File: config.mk
export PLATFORM = sky130hd
export DESIGN_NAME = cpu_register_file
export DESIGN_NICKNAME = d
export VERILOG_FILES = /design/src/rtl/cpu_pkg.sv /design/src/rtl/cpu_reg_update.sv /design/src/rtl/cpu_register_file.sv
export SDC_FILE = /design/constraint.sdc
export NUM_CORES = 1
export LEC_CHECK = 0
export BUFFER_PORTS_ARGS = -buffer_cell sky130_fd_sc_hd__buf_4
export CAP_MARGIN = 40
export CORE_ASPECT_RATIO = 0.7
export CORE_MARGIN = 2
export CORE_UTILIZATION = 55
export CTS_BUF_LIST = sky130_fd_sc_hd__clkbuf_2 sky130_fd_sc_hd__clkbuf_4 sky130_fd_sc_hd__clkbuf_8
export DETAILED_ROUTE_END_ITERATION = 7
export MAX_ROUTING_LAYER = met4
export PLACE_DENSITY = 0.76
export SLEW_MARGIN = 20
export SYNTH_ARGS = -nofsm -noshare
export SYNTH_HDL_FRONTEND = slang
export SYNTH_HIERARCHICAL = 1
export SYNTH_SLANG_ARGS = --single-unit
File: constraint.sdc
create_clock -name clock -period 3.85 [get_ports clock]
set_clock_uncertainty 0.1 [all_clocks]
set_input_delay 0.385 -clock clock [delete_from_list [all_inputs] [get_ports clock]]
set_output_delay 0.385 -clock clock [all_outputs]
set_load 0.02 [all_outputs]
File: src/rtl/cpu_pkg.sv
// Shared definitions for the CPU register-file slice: write-op encodings and
// the flag bundle carried by the live and shadow banks.
package cpu_pkg;

   typedef enum logic [1:0] {
      OP_LOAD = 2'b00,
      OP_INC  = 2'b01,
      OP_DEC  = 2'b10,
      OP_CLR  = 2'b11
   } op_e;

   typedef struct packed {
      logic zero;
      logic carry;
   } flags_t;

endpackage

File: src/rtl/cpu_reg_update.sv
// Combinational register update: applies one write op to the current value and
// derives the zero/carry flags of the result.
module cpu_reg_update
   import cpu_pkg::*;
#(
   parameter int WIDTH = 8
) (
   input  logic [1:0]       op_i,
   input  logic [WIDTH-1:0] cur_i,
   input  logic [WIDTH-1:0] data_i,
   output logic [WIDTH-1:0] result_o,
   output logic             zero_o,
   output logic             carry_o
);

   // NOTE: every output gets a default before the case so no path leaves it unassigned (no latch).
   always_comb begin
      result_o = cur_i;
      carry_o  = 1'b0;
      case (op_e'(op_i))
         OP_LOAD: result_o = data_i;
         OP_INC:  {carry_o, result_o} = {1'b0, cur_i} + (WIDTH+1)'(1);
         OP_DEC: begin
            result_o = cur_i - WIDTH'(1);
            carry_o  = (cur_i == '0);
         end
         OP_CLR:  result_o = '0;
         default: result_o = cur_i;
      endcase
      zero_o = (result_o == '0);
   end

endmodule

File: src/rtl/cpu_register_file.sv
// DEPTH x WIDTH register file with one in-place-op write port, two combinational
// read ports, zero/carry flags and a one-deep shadow bank for context save/restore.
module cpu_register_file
   import cpu_pkg::*;
#(
   parameter  int WIDTH  = 8,
   parameter  int DEPTH  = 4,
   parameter  int BYPASS = 1,
   localparam int AW     = $clog2(DEPTH)
) (
   input  logic             clock,
   input  logic             reset,
   input  logic             wr_en,
   input  logic [AW-1:0]    wr_addr,
   input  logic [1:0]       wr_op,
   input  logic [WIDTH-1:0] wr_data,
   input  logic [AW-1:0]    rd_a_addr,
   output logic [WIDTH-1:0] rd_a_data,
   input  logic [AW-1:0]    rd_b_addr,
   output logic [WIDTH-1:0] rd_b_data,
   input  logic             ctx_save,
   input  logic             ctx_restore,
   output logic             ctx_valid,
   output logic             ctx_err,
   output logic             flag_zero,
   output logic             flag_carry
);

   logic [WIDTH-1:0] live_q   [DEPTH];
   logic [WIDTH-1:0] live_d   [DEPTH];
   logic [WIDTH-1:0] shadow_q [DEPTH];
   logic [WIDTH-1:0] shadow_d [DEPTH];
   flags_t           flags_q, flags_d;
   flags_t           shadow_flags_q, shadow_flags_d;
   logic             ctx_valid_q, ctx_valid_d;
   logic             ctx_err_q, ctx_err_d;

   logic             wr_hit;
   logic             do_restore;
   logic [WIDTH-1:0] wr_cur;
   logic [WIDTH-1:0] upd_result;
   logic             upd_zero;
   logic             upd_carry;

   // Addresses at or beyond DEPTH are holes when DEPTH is not a power of two.
   assign wr_hit     = wr_en && (int'(wr_addr) < DEPTH);
   assign do_restore = ctx_restore && ctx_valid_q;

   always_comb begin
      wr_cur = '0;
      for (int i = 0; i < DEPTH; i++)
         if (wr_addr == AW'(i)) wr_cur = live_q[i];
   end

   cpu_reg_update #(.WIDTH(WIDTH)) u_update (
      .op_i     (wr_op),
      .cur_i    (wr_cur),
      .data_i   (wr_data),
      .result_o (upd_result),
      .zero_o   (upd_zero),
      .carry_o  (upd_carry)
   );

   always_comb begin
      rd_a_data = '0;
      rd_b_data = '0;
      for (int i = 0; i < DEPTH; i++) begin
         if (rd_a_addr == AW'(i)) rd_a_data = live_q[i];
         if (rd_b_addr == AW'(i)) rd_b_data = live_q[i];
      end
      if (BYPASS != 0 && wr_hit && rd_a_addr == wr_addr) rd_a_data = upd_result;
      if (BYPASS != 0 && wr_hit && rd_b_addr == wr_addr) rd_b_data = upd_result;
   end

   // Restore/swap selects the base image first; a same-cycle write then overrides it.
   always_comb begin
      for (int i = 0; i < DEPTH; i++) begin
         live_d[i]   = do_restore ? shadow_q[i] : live_q[i];
         shadow_d[i] = ctx_save   ? live_q[i]   : shadow_q[i];
      end
      flags_d        = do_restore ? shadow_flags_q : flags_q;
      shadow_flags_d = ctx_save   ? flags_q        : shadow_flags_q;

      if (wr_hit) begin
         for (int i = 0; i < DEPTH; i++)
            if (wr_addr == AW'(i)) live_d[i] = upd_result;
         flags_d = '{zero: upd_zero, carry: upd_carry};
      end

      ctx_valid_d = ctx_valid_q;
      if (ctx_save)        ctx_valid_d = 1'b1;
      else if (do_restore) ctx_valid_d = 1'b0;

      ctx_err_d = ctx_restore && !ctx_valid_q;
   end

   // NOTE: state uses non-blocking assignments; both banks are cleared by reset since software reads them.
   always_ff @(posedge clock) begin
      if (reset) begin
         for (int i = 0; i < DEPTH; i++) begin
            live_q[i]   <= '0;
            shadow_q[i] <= '0;
         end
         flags_q        <= '0;
         shadow_flags_q <= '0;
         ctx_valid_q    <= 1'b0;
         ctx_err_q      <= 1'b0;
      end else begin
         for (int i = 0; i < DEPTH; i++) begin
            live_q[i]   <= live_d[i];
            shadow_q[i] <= shadow_d[i];
         end
         flags_q        <= flags_d;
         shadow_flags_q <= shadow_flags_d;
         ctx_valid_q    <= ctx_valid_d;
         ctx_err_q      <= ctx_err_d;
      end
   end

   assign ctx_valid  = ctx_valid_q;
   assign ctx_err    = ctx_err_q;
   assign flag_zero  = flags_q.zero;
   assign flag_carry = flags_q.carry;

endmodule

After elaboration in Yosys (flattened, before gate mapping)
Memories as Yosys holds them, arrays and structs flattened.
Index checks and enable logic that the tools add are counted.
{ "word_totals": {"ff_bits": 6, "ramBits": 64, "input_bits": 21, "output_inout_bits": 20, "elab_cells": 89, "memories": 2} }
{ "op_classes": {"n_addsub": 2, "n_eq_ne": 14, "n_mux": 44, "n_bitwise": 8, "n_reduce_logical": 13} }
{ "memory_table": {"columns": ["memory", "depth", "word_bits", "read_ports", "rd_clocked_by_memory_dff", "wr", "line_no", "rtl"], "rows": [
  ["live_q", 4, 8, 4, 0, 4, "cpu_register_file.sv:29", "logic [WIDTH-1:0] live_q [DEPTH];"],
  ["shadow_q", 4, 8, 4, 0, 4, "cpu_register_file.sv:31", "logic [WIDTH-1:0] shadow_q [DEPTH];"]
]} }
{ "op_table": {"columns": ["cell", "count"], "rows": [
  ["8-bit two-way mux", 34],
  ["32-bit two-way mux", 1],
  ["8-bit one-hot mux with 4 select lines", 1],
  ["2-bit == test, second input constant", 8],
  ["8-bit logical NOT", 2],
  ["8-bit by 1-bit adder with 9-bit output, second input constant", 1],
  ["2-bit by 1-bit == test with 1-bit output, second input constant", 4],
  ["2-bit logical NOT", 4],
  ["1-bit bitwise OR", 8],
  ["8-bit by 1-bit subtractor with 8-bit output, second input constant", 1],
  ["1-bit two-way mux", 5],
  ["2-bit == test", 2],
  ["1-bit logical AND", 4],
  ["2-bit two-way mux", 2],
  ["2-bit nonzero test", 2],
  ["1-bit one-hot mux with 2 select lines", 1],
  ["1-bit logical NOT", 1]
]} }

Depth between registers and ports, before layout
{ "logic_depth": {"ltp_word": 10, "ltp_mapped": 11, "depth_no_buf": 10} }

Cells and area by module
The synthesis kept the hierarchy.
{ "modules_own_cells": {"columns": ["mod", "instances", "cells_per_inst", "area_per_inst_um2", "seq_area_each_um2"], "rows": [
  ["cpu_register_file", 1, 364, 3678.5, 1401.3],
  ["cpu_reg_update", 1, 78, 545.5, 0.0]
]} }

Worst setup path after synthesis
Ideal clock, no wire load.
{ "synth_path": {"kind": "in2out", "start": "in wr_addr[0]", "end": "out rd_a_data[7]", "arrival_ns": 2.679, "t_required_ns": 3.365, "setup_slack_ns": 0.686, "path_stages": 8, "path_buffers": 2, "cell_sequence": "buf_6 > mux4_1 > buf_6 > nor4_1 > nand2_1 > xnor2_1 > o31ai_1 > mux2_2"} }
{ "synth_between": {"elab_chain_cells": 8, "elab_cells_between_ends": 14, "classes_between": "add/sub: 2; eq/ne: 4; mux: 6; reduce/logical: 2"} }
{ "synth_lines": {"columns": ["element", "line_no", "rtl"], "rows": [
  ["start: declaration", "cpu_register_file.sv:14", "input logic [AW-1:0] wr_addr,"],
  ["2-bit logical NOT", "cpu_register_file.sv:52", "if (wr_addr == AW'(i)) wr_cur = live_q[i];"],
  ["8-bit two-way mux (3 in series)", "cpu_register_file.sv:52", null],
  ["8-bit two-way mux *", "cpu_register_file.sv:52", null],
  ["net wr_cur[3]", "cpu_register_file.sv:40", "logic [WIDTH-1:0] wr_cur;"],
  ["8-bit by 1-bit subtractor with 8-bit output / 8-bit by 1-bit adder with 9-bit output (equally long branches)", "cpu_reg_update.sv:24, cpu_reg_update.sv:22", null],
  ["8-bit one-hot mux with 4 select lines *", "cpu_reg_update.sv:20", "case (op_e'(op_i))"],
  ["net upd_result[7]", "cpu_register_file.sv:41", "logic [WIDTH-1:0] upd_result;"],
  ["8-bit two-way mux *", "cpu_register_file.sv:71", "if (BYPASS != 0 && wr_hit && rd_a_addr == wr_addr) rd_a_data = upd_result;"],
  ["end: declaration", "cpu_register_file.sv:18", "output logic [WIDTH-1:0] rd_a_data,"]
]} }
The timed path passes the listed nets; every way through them passes the cells marked *.

==> summary.txt <==
Setup slack, reg-to-reg: 0.79 ns
Net count of the mapped netlist: 469
Die boundary width: 108.7 µm
DR pass1 iterations: 5
Hold Path Depth: 3
Number of levels in the clock H-tree: 3
Max Fclk: 280.8 MHz
Drt initial violations: 286
Core Footprint: 7385 µm²
Arrival time worst endpoint: 3.08 ns
Most used flip-flop cell after synthesis: sky130_fd_sc_hd__dfxtp_1
Post-synthesis instance area: 4224 µm²
Hold-fix buffers, CTS: 0
Starting utilization of the core area: 57.20%
Leading cell types in the layout, fill and taps excluded: 73 x sky130_fd_sc_hd__nor2_1, 70 x sky130_fd_sc_hd__dfxtp_1, 47 x sky130_fd_sc_hd__buf_4
Layout cells sized above 1: 25.91%
Synthesis-to-finish area growth: 10.60%
Number of endpoints failing setup at the final stage: 0
Total count of hold-check failures in the final report: 0
Post-detailed-route DRC marker count: 0
Peak supply drop: 0.0003319 V
CP endpoint kind: primary output
Worst setup path class: reg -> out
CP max-delay cell: sky130_fd_sc_hd__o21ai_0
Y dimension of the die: 77.32 µm
HPWL after detailed placement: 7221 µm
Resize count post-CTS: 0
ANT cells: 0
Cell breakdown of the critical path: mux4_2 > inv_1 > ha_1 > xor2_1 > a22oi_1 > o21ai_0 > mux2_2 > buf_4
Hold Crit Endpoint: flag_carry$_SDFFE_PP0P_
Total gr overflow: 0
Clock input transition at the sequential cells of the worst setup and hold paths: 0.07 ns
Setup repair after global routing missed its margin: false
CP max stage delay: 0.72 ns
Share of synthesized registers carrying an async set or reset: 0%
Final Instance Area: 4672 µm²
Highest fanout seen on the critical path: 7
Number of global-route vias before repair: 3363
Initial antenna violation count: 0
Detail Route Antenna Nets: 0
FF-to-FF path depth: 10
Mapped Cells: 442
Port Buffer Count: 40
Count of state elements after synthesis: 70
Net switching power figure: 522.2 µW
Cell area after placement: 4467 µm²
Maximum capacitance violations: 0
Power per Cell Area: 369.0 nW/µm²
Critical R2R Launch: live_q[3][0]$_SDFF_PP0_
Hold Crit Class: in -> reg
Worst flop-to-flop path endpoint: flag_zero$_SDFFE_PP0P_
Vias/cell: 6.310
Reg power frac: 45.3%
Leak: 0.001835 µW
Pin count of the biggest net entering global routing: 71
Ports: 41
Average routed wire per standard cell: 19.71 µm
Vias after detailed routing: 3565
Clock latency on the worst-skew pair: 0.36 ns
Hold path start: wr_en
Die area: 8408 µm²
Fraction of power spent switching nets: 30.29%
Rel. slew slack: 39.71%
Setup Fix Bufs, Post-CTS: 0
Number of distinct standard cells referenced by the synthesized netlist: 47
TritonCTS sink count: 70
Slew at the pin closest to its max-slew limit: 0.8950 ns
Global-route wire length before repair: 17700 µm
CTS Root Cell: sky130_fd_sc_hd__clkbuf_8
Shortest period the worst path allows: 3.561 ns
Sequential-to-total area share from yosys stat: 33.18%
Final Cycle Share: 92.50%
Largest buffer count on any clock path: 2
Setup TNS: 0 ns
Drt total wl: 11130 µm
Number of buffers added by the clock tree synthesis step: 9
Nets: 489
Post-Synthesis Mean Instance Area: 9.557 µm²
Global placement routability congestion: 0.8740
Startpoint types: flip-flop
EDFF count, synth: 0
Site row count: 26
Clock Power Share: 33.6%
Total global-route track usage: 28.49%
Outcome: completed
Total power: 1724 µW
Internal power: 1202 µW
Most common cell after layout, fill and taps aside: sky130_fd_sc_hd__nor2_1
Yosys warnings: 6
Relative contribution of combinational cells to total power: 21.2%
Data required, critical path: 3.37 ns
CTS tree: yes
Final-report max-slew violation count: 0
[worst max path at each step]
stage                     cells past startpoint                     from           end
final                                         8  live_q[3][0]$_SDFF_PP0_  rd_b_data[2]
after global routing                          7  live_q[1][3]$_SDFF_PP0_  rd_b_data[5]
after floorplan                               8               wr_addr[0]  rd_a_data[7]
after CTS                                     7  live_q[1][3]$_SDFF_PP0_  rd_a_data[5]
after global placement                        8               wr_addr[0]  rd_b_data[5]
after detailed placement                      8               wr_addr[0]  rd_a_data[5]
[cells in the mapped netlist, types with 3 or more instances]
library cell,instances,area (µm²)
sky130_fd_sc_hd__a21oi_1,3,15.01
sky130_fd_sc_hd__a311oi_1,24,210.2
sky130_fd_sc_hd__a311oi_2,8,120.1
sky130_fd_sc_hd__and3_1,3,18.77
sky130_fd_sc_hd__buf_2,15,75.07
sky130_fd_sc_hd__buf_4,3,22.52
sky130_fd_sc_hd__buf_6,6,67.56
sky130_fd_sc_hd__clkbuf_1,13,48.80
sky130_fd_sc_hd__dfxtp_1,70,1401
sky130_fd_sc_hd__ha_1,6,75.07
sky130_fd_sc_hd__inv_1,9,33.78
sky130_fd_sc_hd__mux2_2,16,180.2
sky130_fd_sc_hd__mux2i_1,35,350.3
sky130_fd_sc_hd__mux4_2,23,518.0
sky130_fd_sc_hd__nand2_1,43,161.4
sky130_fd_sc_hd__nand3_1,36,180.2
sky130_fd_sc_hd__nor2_1,73,274.0
sky130_fd_sc_hd__nor2b_1,3,18.77
sky130_fd_sc_hd__nor3_1,4,20.02
sky130_fd_sc_hd__nor4_1,3,18.77
sky130_fd_sc_hd__xnor2_1,8,70.07
sky130_fd_sc_hd__xor2_1,5,43.79
[power by group through the flow]
stage | registers [µW] | clock network [µW] | logic [µW]
2_1_floorplan | 790 | 0 | 260
3_3_place_gp | 794 | 0 | 355
3_5_place_dp | 796 | 0 | 361
4_1_cts | 779 | 587 | 363
5_1_grt | 784 | 622 | 392
6_report | 780 | 579 | 365
[critical path, delay by kind of cell (launching register included)]
family	cells	cell delay, ns
muxes	2	0.88
AOI/OAI and AO/OA	2	0.82
DFF	1	0.36
buffers and inverters	2	0.26
adders and majority gates	1	0.22
xor gates and xnor gates	1	0.17
[sequential cells by signal (all words and copies together), names as in the netlist]
signal          count
ctx_valid           1
flag_carry          1
shadow_q           32
shadow_flags_q      2
live_q             32
ctx_err             1
flag_zero           1
[layer usage]
metal / vias up / GRT usage [%] / share of wire [%]
li1: 1663 / - / -
met4: 0 / 7.051 / 1.5
met3: 15 / 8.163 / 7.2
met5: - / - / 0
met1: 1759 / 37.66 / 44
met2: 128 / 43.19 / 47
[final cells by class]
type | count | area [µm²]
clock buffer | 13 | 172.7
inverter | 9 | 33.78
fill | 629 | 2713
timing repair buffer | 48 | 367.9
tap | 98 | 122.6
clock inverter | 3 | 17.52
multi-input combinational | 324 | 2556
sequential | 70 | 1401
[cell families (layout without fill, tap and decap cells)]
kind of cell | count (synthesis) | in the layout | synth area share [%]
adders and majority gates | 6 | 6 | 1.777
and+or+nand+nor | 181 | 181 | 19.70
xor gates and xnor gates | 13 | 13 | 2.696
muxes | 75 | 75 | 25.44
DFF | 70 | 70 | 33.18
AOI/OAI and AO/OA | 49 | 49 | 10.90
buffers and inverters | 48 | 73 | 6.309
[per-stage QoR]
step	hold WS (ns)	std cells	util, %	setup WS [ns]
3_5_place_dp	0.3846	548	60.49	0.3394
6_report	0.3020	565	63.27	0.2888
3_3_place_gp	0.3667	548	60.49	0.3550
2_1_floorplan	0.3521	442	-	0.6861
5_1_grt	0.3322	565	63.27	0.1024
4_1_cts	0.2939	564	63.06	0.2913
Note: power is estimated with default switching activity, not from simulation.
